**config.mk**
```make
export PLATFORM = sky130hd
export DESIGN_NAME = matrix_mem_ctrl
export DESIGN_NICKNAME = d
export VERILOG_FILES = /design/src/rtl/matrix_mem_pkg.sv /design/src/rtl/matrix_mem_perf_cnt.sv /design/src/rtl/matrix_mem_ctrl.sv
export SDC_FILE = /design/constraint.sdc
export NUM_CORES = 1
export LEC_CHECK = 0
export CORE_AREA = 2 2 62 64
export CTS_BUF_LIST = sky130_fd_sc_hd__clkbuf_8
export DETAILED_ROUTE_END_ITERATION = 6
export DIE_AREA = 0 0 64 66
export DONT_BUFFER_PORTS = 1
export PLACE_DENSITY_LB_ADDON = 0.1
export SKIP_LAST_GASP = 1
export SLEW_MARGIN = 20
export SYNTH_ARGS = -nofsm -noshare
export SYNTH_HDL_FRONTEND = slang
export SYNTH_SLANG_ARGS = --single-unit
```
**constraint.sdc**
```tcl
create_clock -name clk -period 2.34 [get_ports clk]
set_input_delay 0.585 -clock clk [delete_from_list [all_inputs] [get_ports clk]]
set_output_delay 0.585 -clock clk [all_outputs]
set_load 0.01 [all_outputs]
```
**src/rtl/matrix_mem_pkg.sv**
```systemverilog
// Shared types and constants for the 4x4 group-addressed matrix memory sequencer.
// Optional busy-cycle counter in matrix_mem_ctrl is enabled by MATRIX_MEM_CTRL_PERF_EN.
package matrix_mem_pkg;

   localparam int                   MM_ADDR_W     = 2;
   localparam int                   MM_NUM_GROUPS = 4;
   localparam logic [MM_ADDR_W-1:0] MM_LAST_ADDR  = 2'd3;

   typedef enum logic [1:0] {
      ST_IDLE,
      ST_LOAD,
      ST_STREAM,
      ST_DRAIN
   } ctrl_state_e;

endpackage

```
**src/rtl/matrix_mem_perf_cnt.sv**
```systemverilog
// Saturating enable counter: counts cycles with en=1, holds at all-ones, cleared by rst.
// One-cycle latency from en to the count; no backpressure.
module matrix_mem_perf_cnt #(
   parameter int W = 16
) (
   input  logic         clk,
   input  logic         rst,
   input  logic         en,
   output logic [W-1:0] cnt
);

   logic [W-1:0] cnt_q;
   logic [W-1:0] cnt_d;

   always_comb begin
      cnt_d = cnt_q;
      if (en && (cnt_q != '1)) begin
         cnt_d = cnt_q + W'(1);
      end
   end

   always_ff @(posedge clk) begin
      if (rst) begin
         cnt_q <= '0;
      end else begin
         cnt_q <= cnt_d;
      end
   end

   assign cnt = cnt_q;

endmodule

```
**src/rtl/matrix_mem_ctrl.sv**
```systemverilog
// LOAD/STREAM sequencer for matrix_memory; stream output 2 cycles after start, no stream backpressure.
// Host load side stalls freely via in_valid. Busy-cycle counter present only with MATRIX_MEM_CTRL_PERF_EN.
module matrix_mem_ctrl
   import matrix_mem_pkg::*;
#(
   parameter int WIDTH  = 8,
   parameter int GROUPS = MM_NUM_GROUPS,
   parameter int PERF_W = 16
) (
   input  logic                    clk,
   input  logic                    rst,
   input  logic                    start_load,
   input  logic                    start_stream,
   input  logic                    in_valid,
   output logic                    in_ready,
   input  logic [GROUPS*WIDTH-1:0] in_data,
   output logic                    mem_write_en,
   output logic [MM_ADDR_W-1:0]    mem_write_addr,
   output logic [GROUPS*WIDTH-1:0] mem_data_in,
   output logic                    mem_read_en,
   output logic [MM_ADDR_W-1:0]    mem_read_addr,
   input  logic [GROUPS*WIDTH-1:0] mem_data_out,
   output logic                    out_valid,
   output logic [GROUPS*WIDTH-1:0] out_data,
   output logic                    out_last,
   output logic                    busy,
   output logic                    loaded,
   output logic                    done,
   output logic [PERF_W-1:0]       perf_cycles
);

   ctrl_state_e          state_q, state_d;
   logic [MM_ADDR_W-1:0] cnt_q, cnt_d;
   logic                 loaded_q, loaded_d;
   logic                 done_q, done_d;
   logic                 out_valid_q, out_valid_d;
   logic                 out_last_q, out_last_d;
   logic                 accept;

   assign in_ready       = (state_q == ST_LOAD);
   assign accept         = in_valid && in_ready;
   assign mem_write_en   = accept;
   assign mem_write_addr = cnt_q;
   assign mem_data_in    = in_data;
   assign mem_read_en    = (state_q == ST_STREAM);
   assign mem_read_addr  = cnt_q;
   assign busy           = (state_q != ST_IDLE);

   always_comb begin
      state_d     = state_q;
      cnt_d       = cnt_q;
      loaded_d    = loaded_q;
      done_d      = 1'b0;
      out_valid_d = mem_read_en;
      out_last_d  = mem_read_en && (cnt_q == MM_LAST_ADDR);

      unique case (state_q)
         ST_IDLE: begin
            if (start_load) begin
               state_d = ST_LOAD;
               cnt_d   = '0;
            end else if (start_stream && loaded_q) begin
               state_d = ST_STREAM;
               cnt_d   = '0;
            end
         end
         ST_LOAD: begin
            if (accept) begin
               cnt_d = cnt_q + MM_ADDR_W'(1);
               if (cnt_q == MM_LAST_ADDR) begin
                  state_d  = ST_IDLE;
                  loaded_d = 1'b1;
                  done_d   = 1'b1;
               end
            end
         end
         ST_STREAM: begin
            cnt_d = cnt_q + MM_ADDR_W'(1);
            // done is registered, so it lines up with out_last of group 3
            if (cnt_q == MM_LAST_ADDR) begin
               state_d = ST_DRAIN;
               done_d  = 1'b1;
            end
         end
         ST_DRAIN: begin
            state_d = ST_IDLE;
         end
         default: begin
            state_d = ST_IDLE;
         end
      endcase
   end

   always_ff @(posedge clk) begin
      if (rst) begin
         state_q     <= ST_IDLE;
         cnt_q       <= '0;
         loaded_q    <= 1'b0;
         done_q      <= 1'b0;
         out_valid_q <= 1'b0;
         out_last_q  <= 1'b0;
      end else begin
         state_q     <= state_d;
         cnt_q       <= cnt_d;
         loaded_q    <= loaded_d;
         done_q      <= done_d;
         out_valid_q <= out_valid_d;
         out_last_q  <= out_last_d;
      end
   end

   assign out_valid = out_valid_q;
   assign out_last  = out_last_q;
   assign out_data  = out_valid_q ? mem_data_out : '0;
   assign loaded    = loaded_q;
   assign done      = done_q;

`ifdef MATRIX_MEM_CTRL_PERF_EN
   matrix_mem_perf_cnt #(
      .W (PERF_W)
   ) u_perf_cnt (
      .clk (clk),
      .rst (rst),
      .en  (busy),
      .cnt (perf_cycles)
   );
`else
   assign perf_cycles = '0;
`endif

endmodule
```
# --- After elaboration in Yosys (flattened, before gate mapping) ---
# Cells that the tools add are included.
op_classes:
  add_sub_neg: 1
  eq_ne: 8
  n_reduce_logical: 9
  mux: 14
ops:
  columns: ["operator", "count"]
  rows:
  - ["$mux W32", 1]
  - ["$mux W2", 8]
  - ["$pmux W2 S4", 1]
  - ["$eq A2 B2 Y1 const B", 3]
  - ["$ne A2 B1 Y1 const B", 3]
  - ["$pmux W2 S3", 1]
  - ["$reduce_and A3 Y1", 2]
  - ["$reduce_and A4 Y1", 1]
  - ["$logic_and A1 B1 Y1", 3]
  - ["$ne A3 B3 Y1 const B", 1]
  - ["$reduce_bool A3 Y1", 1]
  - ["$add A2 B1 Y2 const B", 1]
  - ["$eq A2 B1 Y1 const B", 1]
  - ["$logic_not A2 Y1", 1]
  - ["$mux W1", 2]
  - ["$pmux W1 S2", 1]
  - ["$reduce_bool A2 Y1", 1]
totals:
  word_cells: 38
  out_inout_bits: 92
  regBits: 8
  inputBits: 69

# --- Depth between registers and ports, before layout ---
# Gate-level depths: netlist of run 1.
depth:
  word_depth: 4
  ltp_mapped: 5
  mapped_depth_nobuf: 5

# --- Worst setup path before layout of run 1 ---
# Ideal clock, no wire load.
synth_timing:
  kind: "register to register"
  start: "reg state_q[0]"
  end: "reg state_q[0]"
  stages_incl_launch_ff: 6
  t_arrival_ps: 1417
  path_slack_ps: 799
  t_required_ps: 2217
  setup_ps: 123
  path_buffers: 0
  cell_sequence: "dfxtp_1 -> inv_1 -> ha_1 -> o21ba_1 -> a211oi_4 -> mux2_1"
synth_between:
  word_cells_on_any_way: 11
  classes_between: "eq/ne: 7; mux: 1; reduce/logical: 3"
synth_lines:
  columns: ["element", "line_no", "text"]
  rows:
  - ["start, declared", "matrix_mem_ctrl.sv:32", "ctrl_state_e state_q, state_d;"]
  - ["start signal, assigned", "matrix_mem_ctrl.sv:103", "state_q <= state_d;"]
  - ["$eq A2 B2 Y1 *", null, null]
  - ["via mem_read_en", "matrix_mem_ctrl.sv:20", "output logic mem_read_en,"]
  - ["$ne A2 B1 Y1 (no source line)", null, null]
  - ["$reduce_and A4 Y1 (no source line)", null, null]
# Mark *: on every way through the listed nets, which the timed path passes. The rest lies on a longest branch.
# A chain may end at the register's enable or synchronous reset.

# --- Worst setup path after layout of run 1 ---
layout_timing:
  start: "reg out_valid_q (netlist: out_valid)"
  end: "out out_data[24]"
layout_between:
  elab_chain_len: 1
layout_lines:
  columns: ["element", "line_no", "text"]
  rows:
  - ["start, declared", "matrix_mem_ctrl.sv:36", "logic out_valid_q, out_valid_d;"]
  - ["start signal, assigned", "matrix_mem_ctrl.sv:107", "out_valid_q <= out_valid_d;"]
  - ["$mux W32", "matrix_mem_ctrl.sv:114", "assign out_data = out_valid_q ? mem_data_out : '0;"]
  - ["end, declared", "matrix_mem_ctrl.sv:24", "output logic [GROUPS*WIDTH-1:0] out_data,"]
# Every way passes these cells.

==> impl_metrics.json, run 1 <==
{
  "gp_congestion": 0.664,
  "viasPerCell": 4.46,
  "tritoncts": "built",
  "final_util_pct": 23.3,
  "postSynthCellCount": 131,
  "wire_per_inst_um": 13.3,
  "synth_common_cells": "buf_4, and2_1, dfxtp_1, ha_1",
  "crit_path_cell_trace": "and2_1",
  "post_cts_buffers": 0,
  "grtUsageTotal_pct": 7.77,
  "yosys-top-cells-area": "buf_4, and2_1, dfxtp_1, ha_1, mux2i_1",
  "drive_gt1_share_pct": 9.38,
  "max_slew.worst_pin.slew_ns": 0.629,
  "worstSetupStartpointType": "flip-flop",
  "grt_busiest_layer": "met2",
  "critical_path_class": "reg2out",
  "holdPathStages": 1,
  "initial_core_util_pct": 29.6,
  "grt_pass1_wl_mm": 2.55,
  "r2r_cells": 5,
  "maxSlewHeadroom_pct": 58.0,
  "period_needed_ns": 1.82,
  "p_leak_nw": 0.381,
  "period_share_pct": 77.8,
  "p_total_mw": 0.760,
  "die_area_mm2": 0.00422,
  "htree_levels": 1,
  "final_antenna_net_count": 0,
  "hp-start": "rst",
  "clock_path_buffers": 2,
  "nets": 173,
  "clk_latency_ns": 0.23,
  "final-hold-violation-count": 0,
  "synth_area_mm2": 0.00105,
  "synth_seq_cells": 8,
  "ctsResizeCount": 0,
  "synth_edf_count": 0,
  "nFillCells": 392,
  "fin_cells": 144,
  "rows": 22,
  "hold_path_class": "in2reg",
  "post_dp_cell_area_um2": 786,
  "firstDrtPassIters": 4,
  "power_density_mw_per_mm2": 919,
  "grt_pass1_vias": 509,
  "cts_root_buf": "clkbuf_8",
  "critical_path_peak_fanout": 33,
  "r2r_start": "state_q[0]$_SDFFE_PP0P_",
  "ctsHoldBuffers": 0,
  "antenna_found_initial": 0,
  "syn2layout_area_growth_pct": -21.4,
  "synth.most_common_cell": "buf_4",
  "grt_max_degree": 34,
  "vias": 642,
  "worstPathRequired_ns": 1.75,
  "cts_sinks": 8,
  "status": "finished clean",
  "finalMaxSlewViolations": 0,
  "drv_cap": 0,
  "die_x_um": 64,
  "crit_buf_inv": 0,
  "clk_transition_reported_paths_ns": 0.04,
  "grt_remaining_overflow": 0,
  "fin_hold_ws_ns": 0.425,
  "critPathTopFamily": "flip-flops",
  "yosysTopAreaCell": "buf_4",
  "coreArea_mm2": 0.00355,
  "slowest_delay_ns": 0.71,
  "grtUsageMet3_pct": 4.94,
  "io-pin-count": 161,
  "place_inst": 141,
  "clock_skew_ns": 0.00185,
  "regToRegSetupSlack_ns": 0.67,
  "ys_types": 23,
  "setup_slack_ns": 0.520,
  "seqCellArea_um2": 160,
  "setup_violations": 0,
  "arrival_ns": 1.23,
  "rsz0062_at_grt": "no",
  "die_y_um": 66,
  "peakVddDrop_mv": 0.299,
  "yosys_warnings": 0,
  "pre_cts_slack_ns": 0.679,
  "wirelength_mm": 1.92,
  "ys_seq_area_share_pct": 15.2,
  "slowest_stage": "dfxtp_1",
  "grt.met1_usage_pct": 8.03,
  "diodes": 0,
  "cts_buffers": 3,
  "hpwlAfterDp_mm": 1.68,
  "synth_top_area_share_pct": 35.7,
  "grt_use_met2_pct": 12.2,
  "design_area_um2": 827,
  "io_buffers": 0,
  "timing.rr.end": "state_q[0]$_SDFFE_PP0P_",
  "synth-main-ff-cell": "dfxtp_1",
  "post_synth.cell_area_avg_um2": 8.03,
  "multi_input_area_um2": 547,
  "async_flop_share_pct": 0,
  "cp-end-kind": "output port",
  "drt_iter0_markers": 11,
  "min_to": "out_valid$_SDFF_PP0_",
  "clock.fmax_mhz": 550,
  "fin_tns_setup_ns": 0,
  "drc_errors": 0
}
## power by group
| group | switching (mW) | internal [mW] | total (mW) | leakage (nW) |
|---|---|---|---|---|
| sequential | 0.0500 | 0.165 | 0.215 | 0.0650 |
| combinational | 0.211 | 0.169 | 0.380 | 0.295 |
| clock | 0.0540 | 0.111 | 0.165 | 0.0216 |
## worst max path at each step
stage	startpoint	endpoint	cells after the start
final	out_valid$_SDFF_PP0_	out_data[24]	1
after global routing	out_valid$_SDFF_PP0_	out_data[24]	1
after CTS	out_valid$_SDFF_PP0_	out_data[16]	1
after detailed placement	state_q[1]$_SDFFE_PP0P_	state_q[0]$_SDFFE_PP0P_	5
after floorplan	state_q[0]$_SDFFE_PP0P_	state_q[0]$_SDFFE_PP0P_	5
after global placement	state_q[0]$_SDFFE_PP0P_	state_q[0]$_SDFFE_PP0P_	5
## worst reg2reg max path, cell delays in order (launching register included)
cell      delay, ns
dfxtp_1        0.36
inv_1          0.10
ha_1           0.32
o21ba_1        0.23
a211oi_4       0.20
mux2_1         0.34
## layout by cell type, fill, tap and decap left out, drive strengths merged
master / Yosys / final
o21ba: 1 / 1
nor2: 4 / 4
ha: 6 / 6
dfxtp: 8 / 8
nand2: 1 / 1
mux2: 1 / 1
a21oi: 2 / 2
nand2b: 3 / 3
nand3b: 1 / 1
mux2i: 4 / 4
and2: 33 / 33
nor2b: 3 / 3
or3b: 1 / 1
o21ai: 1 / 1
a211oi: 2 / 2
buf: 50 / 1
inv: 3 / 3
conb: 1 / 16
and3b: 1 / 1
clkbuf: 4 / 3
nor4bb: 1 / 1
## per-layer routing
| layer | vias to the layer above | wire length [um] |
|---|---|---|
| met3 | 7 | 313 |
| met4 | 0 | 30 |
| met1 | 282 | 626 |
| met5 | - | 0 |
| li1 | 270 | - |
| met2 | 83 | 947 |
## logic make-up after synthesis
family                     count (synthesis)  share of synthesized area (%)
AOI/OAI and AO/OA                          6                           5.47
adders and majority gates                  6                           7.13
buffers and inverters                     57                           38.2
DFF                                        8                           15.2
muxes                                      5                           4.88
other                                      1                          0.356
and+or+nand+nor                           48                           28.8
## layout make-up
type,instances,area share (%)
well taps,48,7.26
clock buffers,3,4.99
repair buffers,1,0.908
flip-flops and latches,8,19.4
inverters,3,1.36
multi-input cells,81,66.1
## flip-flops by register name, summed over array words and instances (netlist names)
name and flops:
out_last 1, loaded 1, state_q 2, out_valid 1, done 1, mem_read_addr 2
(Power assumes the default switching activity.)
==> run 2, diff against run 1 <==
==> constraint.sdc (replaced) <==
create_clock -name clk -period 1.65 [get_ports clk]
set_input_delay 0.4125 -clock clk [delete_from_list [all_inputs] [get_ports clk]]
set_output_delay 0.4125 -clock clk [all_outputs]
set_load 0.01 [all_outputs]
==> impl_metrics.json, run 2 (synthesis gave the netlist of run 1 again) <==
{
  "startpoint": "state_q[1]$_SDFFE_PP0P_",
  "antenna_found_initial": 0,
  "period_share_pct": 97.0,
  "timing.rr.end": "state_q[0]$_SDFFE_PP0P_",
  "status": "finished clean",
  "critical_path_peak_fanout": 4,
  "worstPathRequired_ns": 1.24,
  "coreArea_mm2": 0.00355,
  "setup_slack_ns": 0.0488,
  "p_int_mw": 0.672,
  "setup_violations": 0,
  "drive_gt1_share_pct": 17.0,
  "firstDrtPassIters": 4,
  "grt_pass1_wl_mm": 2.70,
  "power.switching_mw": 0.460,
  "hpwlAfterDp_mm": 1.76,
  "vias": 643,
  "layout_common_cells": "and2_1, conb_1, dfxtp_1",
  "final-hold-violation-count": 0,
  "rows": 22,
  "cp-end-kind": "output port",
  "fin_tns_setup_ns": 0,
  "p_total_mw": 1.13,
  "p_comb_share_pct": 55.8,
  "ctsHoldBuffers": 0,
  "drt_iter0_markers": 15,
  "grtUsageTotal_pct": 8.27,
  "peakVddDrop_mv": 0.605,
  "io-pin-count": 161,
  "grt_remaining_overflow": 0,
  "swShare_pct": 40.6,
  "p_leak_nw": 0.403,
  "nFillCells": 403,
  "p_clk_share_pct": 20.6,
  "viasPerCell": 4.34,
  "die_y_um": 66,
  "post_cts_buffers": 0,
  "clk_transition_reported_paths_ns": 0.04,
  "grt_max_degree": 34,
  "wire_per_inst_um": 13.7,
  "r2r_cells": 5,
  "io_buffers": 0,
  "cts_root_buf": "clkbuf_8",
  "power_frac_seq_pct": 23.6,
  "final_antenna_net_count": 0,
  "grt_pass1_vias": 535,
  "seqCellArea_um2": 163,
  "arrival_ns": 1.19,
  "initial_core_util_pct": 29.6,
  "critical_path_class": "reg2out",
  "r2r_start": "state_q[0]$_SDFFE_PP0P_",
  "drv_cap": 0,
  "finalMaxSlewViolations": 0,
  "crit_end": "mem_write_en",
  "period_needed_ns": 1.60,
  "clock_path_buffers": 2,
  "worstSetupStartpointType": "flip-flop",
  "fin_hold_ws_ns": 0.258,
  "die_x_um": 64,
  "power_density_mw_per_mm2": 1310,
  "cts_sinks": 8,
  "multi_input_area_um2": 551,
  "htree_levels": 1,
  "syn2layout_area_growth_pct": -18.0,
  "rsz0062_at_grt": "yes",
  "gp_congestion": 0.735,
  "holdPathStages": 1,
  "diodes": 0,
  "clk_latency_ns": 0.23,
  "final_common_cell": "and2_1",
  "regToRegSetupSlack_ns": 0.12,
  "tritoncts": "built",
  "wirelength_mm": 2.03,
  "clock_skew_ns": 0.00495,
  "cts_buffers": 3,
  "nets": 177,
  "pre_cts_slack_ns": 0.0757,
  "clock.fmax_mhz": 625,
  "drc_errors": 0,
  "hold_path_class": "in2reg",
  "die_area_mm2": 0.00422
}
run 2: cell count changes in the layout (fill, tap and decap cells not counted):
cell     previous run  this run
dfxtp_1             8         6
dfxtp_2             0         2
and2_1             33        32
buf_4               1         5
ha_1                6         5
and2_2              0         1
ha_2                0         1
run 2: final cells by class:
type | count | share of cell area, %
multi-input combinational | 81 | 63.8
tap | 48 | 6.96
timing repair buffer | 5 | 4.35
inverter | 3 | 1.30
clock buffer | 3 | 4.78
sequential | 8 | 18.8
run 2: timing repair:
action | in CTS | in global routing
setup endpoints to repair | 1 | 2
pin swaps | 0 | 0
gates resized for setup | 1 | 3
run 2: routing by layer:
metal,wire (um),global-route usage [%],up-vias
li1,-,-,278
met1,662,8.11,279
met2,1050,14.7,82
met3,297,4.94,4
met4,21,2.17,0
met5,0,0,-
run 2: power groups by stage:
stage / Clock (mW) / Combinational, mW / Sequential (mW)
floorplan: 0 / 0.613 / 0.276
global placement: 0 / 0.640 / 0.263
detailed placement: 0 / 0.632 / 0.264
CTS: 0.243 / 0.639 / 0.264
global route: 0.263 / 0.695 / 0.273
finish: 0.233 / 0.632 / 0.267
run 2: how the worst min path moves through the flow:
stage | start | endpoint | slack (ns)
after CTS | rst | loaded$_SDFFE_PP0P_ | 0.25
final | rst | loaded$_SDFFE_PP0P_ | 0.26
after detailed placement | rst | loaded$_SDFFE_PP0P_ | 0.49
after floorplan | state_q[1]$_SDFFE_PP0P_ | state_q[1]$_SDFFE_PP0P_ | 0.48
after global placement | rst | loaded$_SDFFE_PP0P_ | 0.49
after global routing | rst | out_valid$_SDFF_PP0_ | 0.25
run 2: per-stage QoR:
step / instances / utilization, % / instance area, um^2
floorplan: 146 / - / 1110
CTS: 148 / 24.2 / 858
detailed placement: 145 / 23.0 / 816
finish: 148 / 24.3 / 863
global route: 148 / 24.3 / 863
global placement: 145 / 23.0 / 816
run 2: critical path, cell delays in order, from the launching register on:
cell     delay [ns]
dfxtp_2        0.35
inv_1          0.08
ha_2           0.19
buf_4          0.14
and2_2         0.20
